File: src/rtl/alu32_nibble_seq.sv
// alu32_nibble_seq: 32-bit add/subtract built from one shared 4-bit
// carry-lookahead slice. One nibble is processed per cycle, LSB nibble first,
// with a start/busy/done handshake and N/Z/C/V flags.

// 4-bit carry-lookahead adder slice.
// c3 is the carry into bit 3, used for the signed-overflow tap.
module cla4_ov (
  input  logic [3:0] a,
  input  logic [3:0] b,
  input  logic       ci,
  output logic [3:0] s,
  output logic       c3,
  output logic       co
);
  logic [3:0] g;
  logic [3:0] p;
  logic [4:0] cy;

  // Generate/propagate terms and two-level lookahead carries.
  always_comb begin
    g     = a & b;
    p     = a ^ b;
    cy[0] = ci;
    cy[1] = g[0] | (p[0] & ci);
    cy[2] = g[1] | (p[1] & g[0]) | (p[1] & p[0] & ci);
    cy[3] = g[2] | (p[2] & g[1]) | (p[2] & p[1] & g[0])
          | (p[2] & p[1] & p[0] & ci);
    cy[4] = g[3] | (p[3] & g[2]) | (p[3] & p[2] & g[1])
          | (p[3] & p[2] & p[1] & g[0]) | (p[3] & p[2] & p[1] & p[0] & ci);
    s     = p ^ cy[3:0];
    c3    = cy[3];
    co    = cy[4];
  end
endmodule

module alu32_nibble_seq #(
  parameter int WIDTH = 32
) (
  input  logic             clk,
  input  logic             reset_n,
  input  logic             start,
  input  logic             op,
  input  logic [WIDTH-1:0] a,
  input  logic [WIDTH-1:0] b,
  output logic             busy,
  output logic             done,
  output logic [WIDTH-1:0] result,
  output logic             n,
  output logic             z,
  output logic             c,
  output logic             v
);
  localparam int NNIB  = WIDTH / 4;
  localparam int CNT_W = (NNIB > 1) ? $clog2(NNIB) : 1;
  localparam logic [CNT_W-1:0] LAST = CNT_W'(NNIB - 1);

  typedef enum logic [1:0] {
    S_IDLE,
    S_RUN,
    S_DONE
  } state_e;

  state_e           state_q, state_d;
  logic [WIDTH-1:0] a_q, a_d;
  logic [WIDTH-1:0] b_q, b_d;
  logic [WIDTH-1:0] sum_q, sum_d;
  logic             carry_q, carry_d;
  logic [CNT_W-1:0] cnt_q, cnt_d;
  logic [WIDTH-1:0] result_q, result_d;
  logic             n_q, n_d, z_q, z_d, c_q, c_d, v_q, v_d;

  logic [3:0]       slice_s;
  logic             slice_c3;
  logic             slice_co;
  logic [WIDTH+3:0] sum_ext;

  // The single shared slice always works on the low nibble of A and B.
  cla4_ov u_slice (
    .a  (a_q[3:0]),
    .b  (b_q[3:0]),
    .ci (carry_q),
    .s  (slice_s),
    .c3 (slice_c3),
    .co (slice_co)
  );

  // New sum nibble enters at the top; after NNIB shifts the word is complete.
  assign sum_ext = {slice_s, sum_q};

  // Next-state and datapath control for IDLE -> RUN -> DONE sequencing.
  always_comb begin
    // NOTE: every _d gets its hold value first so no path can infer a latch.
    state_d  = state_q;
    a_d      = a_q;
    b_d      = b_q;
    sum_d    = sum_q;
    carry_d  = carry_q;
    cnt_d    = cnt_q;
    result_d = result_q;
    n_d      = n_q;
    z_d      = z_q;
    c_d      = c_q;
    v_d      = v_q;
    case (state_q)
      S_IDLE: begin
        if (start) begin
          a_d     = a;
          // Subtract is a + ~b + 1: invert B here, the +1 is the carry-in.
          b_d     = op ? ~b : b;
          carry_d = op;
          cnt_d   = '0;
          state_d = S_RUN;
        end
      end
      S_RUN: begin
        a_d     = a_q >> 4;
        b_d     = b_q >> 4;
        sum_d   = sum_ext[WIDTH+3:4];
        carry_d = slice_co;
        cnt_d   = cnt_q + 1'b1;
        if (cnt_q == LAST) begin
          result_d = sum_d;
          n_d      = sum_d[WIDTH-1];
          z_d      = (sum_d == '0);
          c_d      = slice_co;
          v_d      = slice_c3 ^ slice_co;
          state_d  = S_DONE;
        end
      end
      S_DONE:  state_d = S_IDLE;
      default: state_d = S_IDLE;
    endcase
  end

  // State and datapath registers; reset aborts any operation in flight.
  always_ff @(posedge clk or negedge reset_n) begin
    if (!reset_n) begin
      state_q  <= S_IDLE;
      a_q      <= '0;
      b_q      <= '0;
      sum_q    <= '0;
      carry_q  <= 1'b0;
      cnt_q    <= '0;
      result_q <= '0;
      n_q      <= 1'b0;
      z_q      <= 1'b0;
      c_q      <= 1'b0;
      v_q      <= 1'b0;
    end else begin
      // NOTE: non-blocking so every register samples pre-edge values.
      state_q  <= state_d;
      a_q      <= a_d;
      b_q      <= b_d;
      sum_q    <= sum_d;
      carry_q  <= carry_d;
      cnt_q    <= cnt_d;
      result_q <= result_d;
      n_q      <= n_d;
      z_q      <= z_d;
      c_q      <= c_d;
      v_q      <= v_d;
    end
  end

  assign busy   = (state_q == S_RUN);
  assign done   = (state_q == S_DONE);
  assign result = result_q;
  assign n      = n_q;
  assign z      = z_q;
  assign c      = c_q;
  assign v      = v_q;
endmodule

File: config.mk
export PLATFORM = sky130hd
export DESIGN_NAME = alu32_nibble_seq
export DESIGN_NICKNAME = d
export VERILOG_FILES = /design/src/rtl/alu32_nibble_seq.sv
export SDC_FILE = /design/constraint.sdc
export NUM_CORES = 1
export LEC_CHECK = 0
export BUFFER_PORTS_ARGS = -buffer_cell sky130_fd_sc_hd__buf_2
export CORE_MARGIN = 2
export CORE_UTILIZATION = 25
export DETAILED_ROUTE_END_ITERATION = 8
export GPL_ROUTABILITY_DRIVEN = 0
export MAX_ROUTING_LAYER = met4
export PLACE_DENSITY_LB_ADDON = 0.2
export SYNTH_ARGS = -nofsm -noshare
export SYNTH_HDL_FRONTEND = slang
export SYNTH_HIERARCHICAL = 1
export SYNTH_SLANG_ARGS = --single-unit
export TNS_END_PERCENT = 5
File: constraint.sdc
create_clock -name clk -period 3.4 [get_ports clk]
set_input_delay 0.51 -clock clk [delete_from_list [all_inputs] [get_ports clk]]
set_output_delay 0.51 -clock clk [all_outputs]
set_load 0.02 [all_outputs]
==> results.py, run 1 <==
metrics = {
    "status": {
        "status": "completed",
    },
    "routing": {
        "drc": 0,
        "wl_met3_um": 839,
        "vias": 4654,
        "wl_met1_um": 7580,
        "viasPerCell": 4.66,
        "routed-wl-met2_um": 7390,
        "dr.pass1.iters": 4,
        "antenna_left": 0,
        "topRoutingLayerUsed": "met4",
        "drt-total-wl_um": 16000,
        "avgRoutedWirePerCell_um": 16.0,
        "drt_first_iter_violations": 254,
    },
    "worst_setup_path": {
        "worstPathMaxFanout": 38,
        "rr_worst_depth": 7,
        "end_kind": "primary output",
        "timing.rr.end": "z",
        "arrival_ns": 1.92,
        "cpPeakStageDelay_ns": 0.68,
        "crit_required_ns": 2.89,
        "reg2reg_from": "a_q[0]",
        "ff2ff_setup_slack_ns": 1.35,
        "setup.worst_path.start_class": "flop",
        "slowest_stage": "dfrtp_2",
        "path_cells": "nor2b_4 -> buf_4 -> buf_2",
        "crit_type": "flop to primary output",
    },
    "clocking": {
        "numCtsBuffers": 17,
        "cts_hold_buf": 0,
        "root_buffer": "clkbuf_16",
        "clock-sinks": 133,
        "cts_tree": "built",
        "cts_resized": 0,
        "cts-htree-levels": 4,
        "clockBufferDepth": 2,
        "clk-insertion-delay-late_ns": 0.42,
        "cts.clk_slew.worst_paths_ns": 0.06,
        "postCtsSetupBuffers": 0,
    },
    "yosys": {
        "ys_seq_area_share_pct": 51.9,
        "yosys_warnings": 6,
        "ys_ff_latch": 133,
        "ys_types": 31,
        "syn-num-nets": 641,
        "syn_avg_cell_area_sq_um": 11.3,
        "synth_area_sq_um": 6410,
        "synth_cells": 566,
    },
    "timing": {
        "slew_viol_final": 0,
        "fin_crit_sh_pct": 71.5,
        "grt_setup_unrepaired": "no",
        "max_freq_mhz": 411,
        "finalSetupViolCount": 0,
        "hold_violations": 0,
        "worstMarginPinSlew_ns": 0.945,
        "layout_min_cycle_time_ns": 2.43,
        "tns_ns": 0,
        "skew_ns": 0.00945,
        "slew-limit-headroom_pct": 37.0,
    },
    "placed_design": {
        "io_buffers": 105,
        "place_inst": 964,
        "place_hpwl_um": 10400,
    },
    "cells_and_area": {
        "final_common_cell": "dfrtp_1",
        "stdcell_count": 998,
        "post-route-util_pct": 31.1,
        "final_cell_mix": "131 x dfrtp_1, 104 x buf_2, 67 x nor2b_1, 67 x a21oi_1, 56 x mux2_2",
        "nets": 728,
        "layout-drive-gt1-share_pct": 31.7,
        "area_growth_pct": 22.1,
    },
    "global_route": {
        "antenna_found_initial": 2,
        "grt_pass1_vias": 4758,
        "gr-usage-all-layers_pct": 12.8,
        "grt_max_degree": 96,
        "grt-ovfl-total": 0,
        "grt_pass1_wl_um": 26000,
    },
    "die": {
        "die-area_sq_um": 26900,
        "rows": 58,
        "io_pins": 106,
        "fp.dieH_um": 164,
        "fp.dieW_um": 164,
        "start_util_pct": 25.4,
        "coreArea_sq_um": 25200,
    },
    "job": {
        "drv_cap": 0,
    },
    "pwr": {
        "leakage_nw": 3.41,
        "total_power_mw": 7.47,
        "power_density_nw_per_um2": 955,
        "ir_drop_uv": 465,
    },
    "min_path": {
        "hp-class": "input pin to async pin",
    },
}
==> worst max-delay path by stage <==
stage	from	end	slack [ns]	depth (start not counted)
final	state_q[1]	busy	0.97	3
after global routing	state_q[1]	busy	0.86	3
after CTS	state_q[1]	busy	0.94	3
after global placement	a_q[0]	z	1.39	7
after detailed placement	a_q[0]	z	1.36	7
after floorplan	a_q[0]	z	1.52	7
==> flip-flops by register name (all words and copies together) (netlist names) <==
register  cells
sum_q        28
z             1
state_q       2
b_q          32
v             1
a_q          32
carry_q       1
result       32
c             1
cnt_q         3
==> worst max-delay path: cells and delay by family, from the launching register on <==
family                 cells  cell delay, ns
AND/OR/NAND/NOR            1            0.24
flip-flops                 1            0.68
buffers and inverters      2            0.55
==> metrics by stage <==
stage               area, sq um  setup WS [ns]  hold WS, ns
finish                     7830          0.968        0.181
global route               7830          0.860        0.246
CTS                        7820          0.941        0.220
detailed placement         7170           1.36        0.474
global placement           7170           1.39        0.466
floorplan                  6410           1.52        0.214
==> per-layer routing <==
metal / vias up / global-route usage, %
met3: 15 / 3.01
met1: 2323 / 16.9
met2: 125 / 19.5
met5: - / -
met4: 0 / 3.83
li1: 2191 / -
==> cell usage after synthesis <==
cell,instances,area [sq um]
a211oi_2,1,12.5
a21o_1,1,7.51
a21oi_1,67,335
a22o_1,2,17.5
a22oi_1,45,338
buf_1,2,7.51
buf_2,19,95.1
buf_4,6,45.0
buf_6,9,101
clkbuf_1,11,41.3
dfrtp_1,133,3330
fa_1,1,20.0
ha_1,6,75.1
inv_1,1,3.75
mux2_1,5,56.3
mux2_2,56,631
nand2_1,10,37.5
nand3b_4,1,20.0
nand4_1,2,12.5
nor2_1,4,15.0
nor2_2,1,6.26
nor2b_1,69,432
nor4_1,8,50.1
o21ai_0,47,235
o21ai_1,8,40.0
o21bai_2,1,11.3
o22a_1,12,105
o31ai_1,1,7.51
or2_1,1,6.26
xnor2_1,13,114
xor2_1,23,201
==> report_power, final <==
part | total [mW] | switching (mW) | internal [mW]
clock network | 2.04 | 0.737 | 1.31
logic | 2.53 | 1.31 | 1.22
registers | 2.90 | 0.604 | 2.30
total | 7.47 | 2.65 | 4.82
==> kinds of logic (layout without fill, tap and decap cells) <==
kind of cell               Yosys count  after routing  share of synthesized area (%)
buffers and inverters               48            148                           4.59
adders and majority gates            7              7                           1.48
muxes                               61             61                           10.7
other                                0              2                              0
AOI/OAI and AO/OA                  185            185                           17.3
and+or+nand+nor                     96             96                           9.04
xor gates and xnor gates            36             36                           4.92
DFF                                133            133                           51.9
==> cell type report <==
cell class / instances / area [sq um]
clock buffer: 17 / 425
fill: 2574 / 17400
inverter: 1 / 3.75
multi-input combinational: 385 / 2800
clock inverter: 15 / 226
tap: 330 / 413
timing repair buffer: 115 / 619
sequential: 133 / 3330
antenna: 2 / 5.00
Note: power is estimated with default switching activity, not from simulation.
==> run 2, diff against run 1 <==
--- a/config.mk
+++ b/config.mk
@@ -5,6 +5,7 @@
 export SDC_FILE = /design/constraint.sdc
 export NUM_CORES = 1
 export LEC_CHECK = 0
+export ABC_AREA = 1
 export BUFFER_PORTS_ARGS = -buffer_cell sky130_fd_sc_hd__buf_2
 export CORE_MARGIN = 2
 export CORE_UTILIZATION = 25
==> constraint.sdc (replaced) <==
create_clock -name clk -period 2.3 [get_ports clk]
set_input_delay 0.345 -clock clk [delete_from_list [all_inputs] [get_ports clk]]
set_output_delay 0.345 -clock clk [all_outputs]
set_load 0.02 [all_outputs]
==> run 2 against run 1 <==
Cell area down 5.7%. Synthesized cell count up 13%. Sequential share of layout area up 2.5 points. Routed wire length down 9.4%. Sequential power up 35%. Register-to-register slack worse by 0.85 ns. Critical path type unchanged. Largest cell class unchanged. Combinational power up 34%.
==> results.py, run 2 <==
metrics = {
    "cells_and_area": {
        "seq_area_sq_um": 3330,
        "fill_cells": 2417,
        "nets": 816,
        "layout-drive-gt1-share_pct": 21.1,
        "antenna_cells": 0,
        "final_cell_mix": "233 x nand2_1, 133 x dfrtp_1, 104 x buf_2, 56 x o21ai_0, 37 x nand3_1",
        "area_growth_pct": 27.1,
        "finalInstanceArea_sq_um": 7380,
        "stdcell_count": 1038,
        "multi_input_area_sq_um": 2190,
        "final_common_cell": "nand2_1",
    },
    "timing": {
        "fin_crit_sh_pct": 92.0,
        "max_freq_mhz": 473,
        "worstMarginPinSlew_ns": 0.551,
        "slew-limit-headroom_pct": 63.2,
        "grt_setup_unrepaired": "no",
        "tns_ns": 0,
        "finalSetupViolCount": 0,
        "hold_violations": 0,
        "slew_viol_final": 0,
        "layout_min_cycle_time_ns": 2.12,
        "skew_ns": 0.00676,
    },
    "worst_setup_path": {
        "path_cells": "nand2_2 -> inv_2 -> buf_4 -> buf_2",
        "end_kind": "primary output",
        "arrival_ns": 1.77,
        "crit_required_ns": 1.96,
        "worstPathMaxFanout": 20,
        "slowest_stage": "dfrtp_1",
        "cp_num_buf_inv": 3,
        "crit_type": "flop to primary output",
        "cp_top_family": "buffers and inverters",
        "cpPeakStageDelay_ns": 0.44,
        "setup.worst_path.start_class": "flop",
    },
    "yosys": {
        "ys_ff_latch": 133,
        "synth-edff-count": 0,
        "synth_compound_area_share_pct": 9.96,
        "synthSimpleGateAreaFrac_pct": 20.9,
        "syn_avg_cell_area_sq_um": 9.07,
        "muxShareOfSynthArea_pct": 0,
        "synth_top_family_by_area": "simple AND/OR/NAND/NOR gates",
        "ys.flop_type": "dfrtp_1",
        "synth_cells": 640,
        "syn-num-nets": 715,
        "synth_area_sq_um": 5810,
        "ys_seq_area_share_pct": 57.3,
        "netlist_top_cells_count": "233 x nand2_1, 133 x dfrtp_1, 56 x o21ai_0",
        "synth_top_area_cell": "dfrtp_1",
        "synthMostInstantiatedCell": "nand2_1",
        "synth_fa_ha_area_share_pct": 1.64,
        "synthArstFlopShare_pct": 100,
        "yosysTopAreaCellShare_pct": 57.3,
        "synth-xor-area-share_pct": 5.13,
        "synth_area_leaders": "dfrtp_1 57%, nand2_1 15%, xnor2_1 5.0%",
        "ys_types": 26,
        "yosys_warnings": 6,
    },
    "pwr": {
        "power_frac_comb_pct": 32.0,
        "power_density_nw_per_um2": 1430,
        "swShare_pct": 36.2,
        "ir_drop_uv": 529,
        "p_clk_share_pct": 30.8,
        "seq_power_share_pct": 37.1,
        "leakage_nw": 3.59,
        "switchingPower_mw": 3.82,
        "p_int_mw": 6.73,
    },
    "clocking": {
        "numCtsBuffers": 17,
        "clock-sinks": 133,
        "clk-insertion-delay-late_ns": 0.42,
        "root_buffer": "clkbuf_16",
        "clockBufferDepth": 2,
        "cts_resized": 0,
        "cts-htree-levels": 4,
        "cts_hold_buf": 1,
        "cts_tree": "built",
        "cts.clk_slew.worst_paths_ns": 0.06,
        "postCtsSetupBuffers": 0,
    },
    "min_path": {
        "hp-class": "input pin to flop",
    },
    "routing": {
        "avgRoutedWirePerCell_um": 13.9,
        "drt-total-wl_um": 14500,
        "viasPerCell": 4.29,
        "antenna_left": 0,
        "vias": 4454,
        "dr.pass1.iters": 4,
        "drt_first_iter_violations": 269,
        "drc": 0,
    },
    "global_route": {
        "grt-ovfl-total": 0,
        "grt_max_degree": 60,
        "grt_pass1_vias": 4368,
        "antenna_found_initial": 0,
        "grt_pass1_wl_um": 23300,
        "gr-usage-all-layers_pct": 12.7,
    },
    "die": {
        "coreArea_sq_um": 22700,
        "fp.dieH_um": 156,
        "io_pins": 106,
        "start_util_pct": 25.6,
        "die-area_sq_um": 24500,
        "rows": 55,
        "fp.dieW_um": 156,
    },
    "status": {
        "status": "completed",
    },
    "placed_design": {
        "place_inst": 1006,
        "place_hpwl_um": 9610,
        "io_buffers": 105,
        "post_dp_cell_area_sq_um": 6670,
    },
    "job": {
        "drv_cap": 0,
    },
}
==> run 2: cell count changes after synthesis, moves of 12 or more <==
cell,delta
nor2_1,+17
inv_1,+30
nand3_1,+37
nor2b_1,-69
a21oi_1,-64
nand2_1,+223
xor2_1,-22
o211ai_1,+15
xnor2_1,+20
o22a_1,-12
a22oi_1,-37
mux2_2,-56
==> run 2: worst paths after layout <==
check	startpoint	endpoint	slack, ns	cells past startpoint
min in group asynchronous	reset_n	result[19]	0.45	2
max	state_q[0]	busy	0.18	4
min	a[24]	a_q[24]	0.14	3
max in group asynchronous	reset_n	b_q[1]	1.17	3
max reg2reg	cnt_q[0]	result[1]	0.50	6
min reg2reg	result[15]	result[15]	0.47	2
==> run 2: kinds of logic after synthesis <==
kind of cell | after synthesis
AOI/OAI and AO/OA | 95
xor gates and xnor gates | 34
adders and majority gates | 7
buffers and inverters | 69
DFF | 133
and+or+nand+nor | 302
==> run 2: cell type report <==
| class | instances | area share, % |
|---|---|---|
| Sequential cell | 133 | 45.1 |
| Multi-Input combinational cell | 438 | 29.7 |
| Timing Repair Buffer | 117 | 9.14 |
| Clock buffer | 19 | 6.14 |
| Tap cell | 285 | 4.83 |
| Clock inverter | 12 | 3.37 |
| Inverter | 34 | 1.73 |
==> run 2: metal layers <==
| metal | wire length [um] | share of wire, % | global-route usage [%] |
|---|---|---|---|
| met1 | 7230 | 50 | 17.3 |
| met2 | 6460 | 45 | 18.7 |
| met3 | 615 | 4.2 | 2.63 |
| met4 | 175 | 1.2 | 4.33 |
| met5 | 0 | 0 | - |
==> run 2: per-stage QoR <==
stage | total power, mW | util, % | hold slack (ns) | worst slack (ns)
4_1_cts | 10.7 | 32.5 | 0.120 | 0.138
3_3_place_gp | 7.41 | 29.4 | 0.341 | 0.419
3_5_place_dp | 7.44 | 29.4 | 0.342 | 0.414
5_1_grt | 11.3 | 32.5 | 0.140 | 0.0455
2_1_floorplan | 6.24 | - | 0.0494 | 0.703
6_report | 10.6 | 32.5 | 0.140 | 0.185
==> run 2: power by group through the flow <==
| stage | logic (mW) | clock network (mW) | registers [mW] |
|---|---|---|---|
| after floorplan | 2.10 | 0 | 4.15 |
| after global placement | 3.43 | 0 | 3.97 |
| after detailed placement | 3.47 | 0 | 3.97 |
| after CTS | 3.48 | 3.33 | 3.94 |
| after global routing | 3.86 | 3.41 | 4.06 |
| final | 3.38 | 3.25 | 3.92 |
==> run 2: worst reg2reg max path, delay by kind of cell, from the launching register on <==
family,cells,cell delay [ns]
buffers and inverters,1,0.54
and+or+nand+nor,3,0.50
DFF,1,0.36
adders and majority gates,2,0.34
